`src/rtl/cmsdk_apb4_eg_master_interface.sv`:
```
// APB4 requester: turns single-beat valid/ready register commands into
// APB4 SETUP/ACCESS transfers, with wait states, slave errors and an optional pready timeout.
module cmsdk_apb4_eg_master_interface #(
    parameter int ADDRWIDTH = 12,
    parameter int TIMEOUT   = 256
) (
    input  logic                 pclk,
    input  logic                 preset,
    input  logic                 cmd_valid,
    output logic                 cmd_ready,
    input  logic                 cmd_write,
    input  logic [ADDRWIDTH-1:0] cmd_addr,
    input  logic [31:0]          cmd_wdata,
    input  logic [3:0]           cmd_strb,
    input  logic [2:0]           cmd_prot,
    output logic                 rsp_valid,
    input  logic                 rsp_ready,
    output logic [31:0]          rsp_rdata,
    output logic                 rsp_err,
    output logic                 rsp_timeout,
    output logic                 psel,
    output logic                 penable,
    output logic                 pwrite,
    output logic [ADDRWIDTH-1:0] paddr,
    output logic [31:0]          pwdata,
    output logic [3:0]           pstrb,
    output logic [2:0]           pprot,
    input  logic [31:0]          prdata,
    input  logic                 pready,
    input  logic                 pslverr
);

    // A zero TIMEOUT disables the abort; keep the counter at least one bit wide.
    localparam bit HAS_TO = (TIMEOUT > 0);
    localparam int CW     = HAS_TO ? $clog2(TIMEOUT + 1) : 1;
    localparam logic [CW-1:0] LIMIT = HAS_TO ? CW'(TIMEOUT - 1) : '0;

    typedef enum logic [1:0] {
        IDLE   = 2'd0,
        SETUP  = 2'd1,
        ACCESS = 2'd2,
        RESP   = 2'd3
    } state_t;

    state_t        state;
    logic [CW-1:0] tcnt;

    // Transfer sequencer; every output is a register updated here.
    always_ff @(posedge pclk) begin
        if (preset) begin
            state       <= IDLE;
            tcnt        <= '0;
            cmd_ready   <= 1'b1;
            rsp_valid   <= 1'b0;
            rsp_rdata   <= '0;
            rsp_err     <= 1'b0;
            rsp_timeout <= 1'b0;
            psel        <= 1'b0;
            penable     <= 1'b0;
            pwrite      <= 1'b0;
            paddr       <= '0;
            pwdata      <= '0;
            pstrb       <= '0;
            pprot       <= '0;
        end else begin
            unique case (state)
                IDLE: begin
                    if (cmd_valid && cmd_ready) begin
                        paddr     <= cmd_addr;
                        pwrite    <= cmd_write;
                        pwdata    <= cmd_wdata;
                        pprot     <= cmd_prot;
                        // Reads never carry strobes on APB4.
                        pstrb     <= cmd_write ? cmd_strb : 4'b0000;
                        psel      <= 1'b1;
                        penable   <= 1'b0;
                        cmd_ready <= 1'b0;
                        tcnt      <= '0;
                        state     <= SETUP;
                    end
                end
                SETUP: begin
                    penable <= 1'b1;
                    state   <= ACCESS;
                end
                ACCESS: begin
                    // A ready completer wins over a simultaneous timeout.
                    if (pready) begin
                        rsp_rdata   <= pwrite ? 32'h0 : prdata;
                        rsp_err     <= pslverr;
                        rsp_timeout <= 1'b0;
                        rsp_valid   <= 1'b1;
                        psel        <= 1'b0;
                        penable     <= 1'b0;
                        state       <= RESP;
                    end else if (HAS_TO && (tcnt == LIMIT)) begin
                        rsp_rdata   <= 32'h0;
                        rsp_err     <= 1'b1;
                        rsp_timeout <= 1'b1;
                        rsp_valid   <= 1'b1;
                        psel        <= 1'b0;
                        penable     <= 1'b0;
                        state       <= RESP;
                    end else begin
                        tcnt <= tcnt + CW'(1);
                    end
                end
                RESP: begin
                    if (rsp_ready) begin
                        rsp_valid <= 1'b0;
                        cmd_ready <= 1'b1;
                        state     <= IDLE;
                    end
                end
                default: state <= IDLE;
            endcase
        end
    end

endmodule
```
`config.mk`:
```
export PLATFORM = sky130hd
export DESIGN_NAME = cmsdk_apb4_eg_master_interface
export DESIGN_NICKNAME = d
export VERILOG_FILES = /design/src/rtl/cmsdk_apb4_eg_master_interface.sv
export SDC_FILE = /design/constraint.sdc
export NUM_CORES = 1
export LEC_CHECK = 0
export CAP_MARGIN = 20
export CORE_AREA = 3 3 93 104
export DETAILED_ROUTE_END_ITERATION = 7
export DIE_AREA = 0 0 96 107
export HOLD_SLACK_MARGIN = 0.12
export PLACE_DENSITY = 0.95
export SYNTH_ARGS = -nofsm -noshare
export SYNTH_HDL_FRONTEND = slang
export SYNTH_SLANG_ARGS = --single-unit
export TNS_END_PERCENT = 5
```
`constraint.sdc`:
```
create_clock -name pclk -period 2.7 [get_ports pclk]
set_input_delay 0.405 -clock pclk [delete_from_list [all_inputs] [get_ports pclk]]
set_output_delay 0.405 -clock pclk [all_outputs]
set_load 0.1 [all_outputs]
```
==> qor.csv <==
metric;value;unit
via_per_inst;5.00;
crit_family;simple AND/OR/NAND/NOR gates;
hold_ws;0.284;ns
ys.flop_type;dfxtp_1;
grt_max_degree;55;
period_share;79.1;%
fillers;702;
cts_buffers;9;
hold_depth;2;
wirelength;10200;µm
path_cells;ha_1 -> nand3_1 -> nor2_1 -> ha_1 -> o21a_1 -> nor3_4 -> mux2i_1 -> nor2_1;
clockBufferDepth;2;
min_from;preset;
synth_seq_cells;101;
crit_type;reg2reg;
final-setup-viol-count;0;
die_area;10300;µm²
grt_pass1_wl;16000;µm
critical_path_arrival;2.36;ns
critPathCaptureType;flip-flop;
synth_xor_area_share;1.39;%
cts-root-buf;clkbuf_8;
layout_min_cycle_time;2.14;ns
synth-simple-area-share;20.4;%
path_clk_slew;0.09;ns
synth_edf_count;0;
initial_core_util;43.0;%
die_w;96;µm
area_growth;49.2;%
ir_drop;0.000482;V
required;2.93;ns
synth_top_family_by_area;simple AND/OR/NAND/NOR gates;
postCtsHoldBufs;0;
critPathLaunchType;flip-flop;
ys_types;34;
via_count;3597;
hp-class;in2reg;
io_pins;180;
setup_tns;0;ns
syn_nets;532;
synthAdderAreaFrac;2.32;%
htreeDepth;3;
synthMuxAreaShare;0.795;%
r2r_cells;8;
synth_compound_area_share;17.1;%
dpl.hpwl;7550;µm
gp_congestion;0.756;
rsz0062_at_grt;false;
wl_per_cell;14.2;µm
hold_viol;0;
first_iter_violations;156;
num_antenna_cells;0;
drv_slew;0;
drive_gt1_share;21.0;%
netlist_area;3780;µm²
detail_route.first_pass.iterations;4;
post-route-util;64.2;%
grt_remaining_overflow;0;
status;complete, no violations;
yosysWarningCount;0;
skew;0.0106;ns
cts_sinks;101;
slowest_delay;0.39;ns
cts_tree;yes;
first_global_vias;3521;
startpoint;tcnt[0]$_SDFFE_PP0P_;
p_leak;0.00225;µW
nets;698;
fmax;468;MHz
crit_path_max_fanout;9;
max-slew-margin-rel;60.2;%
ctsResizeCount;0;
path_depth;8;
post-route-drc-count;0;
cap_violations;0;
core_area;8780;µm²
io_buffers;179;
track_usage;19.7;%
postRouteAntennaNets;0;
p_per_area;1050;nW/µm²
seq_area_frac_synth;53.5;%
antenna_found_initial;0;
die_h;107;µm
slowest_stage;o21a_1;
async_flop_share;0;%
path_buf_inv;0;
rows;36;
r2r_start;tcnt[0]$_SDFFE_PP0P_;
syn_area_per_cell;8.69;µm²
insertion_delay;0.35;ns
max_slew.worst_pin.slew;0.596;ns
postCtsSetupRepairBufs;0;
netlist_instances;435;
-- layer usage --
layer / vias up / GRT usage, % / routed length [µm]
met3: 23 / 4.77 / 843
met5: - / 0 / 0
met4: 0 / 9.04 / 264
met2: 149 / 33.4 / 4950
li1: 1785 / - / -
met1: 1640 / 23.0 / 4160
-- kinds of logic after synthesis --
group / after synthesis
multiplexers: 3
XOR/XNOR: 6
buffers and inverters: 36
AND/OR/NAND/NOR: 178
AO/OA/AOI/OAI: 104
adder cells (fa/ha/maj): 7
flip-flops: 101
-- cell type report --
class                   count  area (µm²)  share of cell area [%]
inverters                   5        18.8                   0.333
flip-flops and latches    101        2020                    35.9
repair buffers            186        1630                    29.0
clock inverters             5        83.8                    1.49
well taps                 114         143                    2.53
multi-input cells         298        1600                    28.4
clock buffers              10         138                    2.44
-- cell usage after synthesis (all sizes together), types with 2 or more instances --
master / instances / area, µm²
clkbuf: 16 / 60.1
nor4b: 2 / 30.0
a211oi: 3 / 27.5
nor2: 49 / 184
nand3: 8 / 40.0
buf: 15 / 90.1
o21ai: 4 / 20.0
nor2b: 2 / 12.5
dfxtp: 101 / 2020
inv: 5 / 18.8
xnor2: 6 / 52.6
a21oi: 59 / 295
ha: 7 / 87.6
nor3: 3 / 31.3
nand2b: 3 / 18.8
nor4: 3 / 37.5
a22oi: 32 / 240
mux2i: 3 / 30.0
o21bai: 2 / 15.0
nand2: 104 / 390
-- metrics by stage --
step	power [µW]	cell area (µm²)	std cells	setup WS [ns]
after CTS	5960	5620	718	0.347
after global routing	6220	5640	719	0.359
after floorplan	4250	3780	435	0.722
after global placement	4840	5400	703	0.507
after detailed placement	4910	5400	703	0.352
final	5920	5640	719	0.565
-- power by group --
| part | internal, µW | switching [µW] | total [µW] |
|---|---|---|---|
| clock network | 546 | 496 | 1040 |
| registers | 1720 | 145 | 1870 |
| logic | 733 | 2280 | 3010 |
| total | 3000 | 2920 | 5920 |
-- final timing paths --
path,endpoint,slack [ns]
worst min-delay path,paddr[7]$_SDFFE_PP0P_,0.28
worst min register to register,pstrb[3]$_SDFFE_PP0P_,0.45
worst max-delay path,tcnt[0]$_SDFFE_PP0P_,0.56
worst max register to register,tcnt[0]$_SDFFE_PP0P_,0.56
-- registers in the layout, indices dropped and copies added (netlist names), 2 cells and up --
signal	flops
pprot	3
rsp_rdata	32
pstrb	4
state	2
tcnt	9
pwdata	32
paddr	12
-- cell usage in the layout, fill, tap and decap left out, drive strengths merged, types with 3 or more instances in the layout --
| master | count |
|---|---|
| nand2 | 104 |
| dfxtp | 101 |
| buf | 98 |
| clkdlybuf4s50 | 88 |
| a21oi | 59 |
| nor2 | 49 |
| a22oi | 32 |
| clkbuf | 10 |
| nand3 | 8 |
| ha | 7 |
| xnor2 | 6 |
| inv | 6 |
| o21ai | 4 |
| nand2b | 3 |
| nor4 | 3 |
| mux2i | 3 |
| a211oi | 3 |
| nor3 | 3 |
No activity file was read; power rests on OpenSTA's default activity.
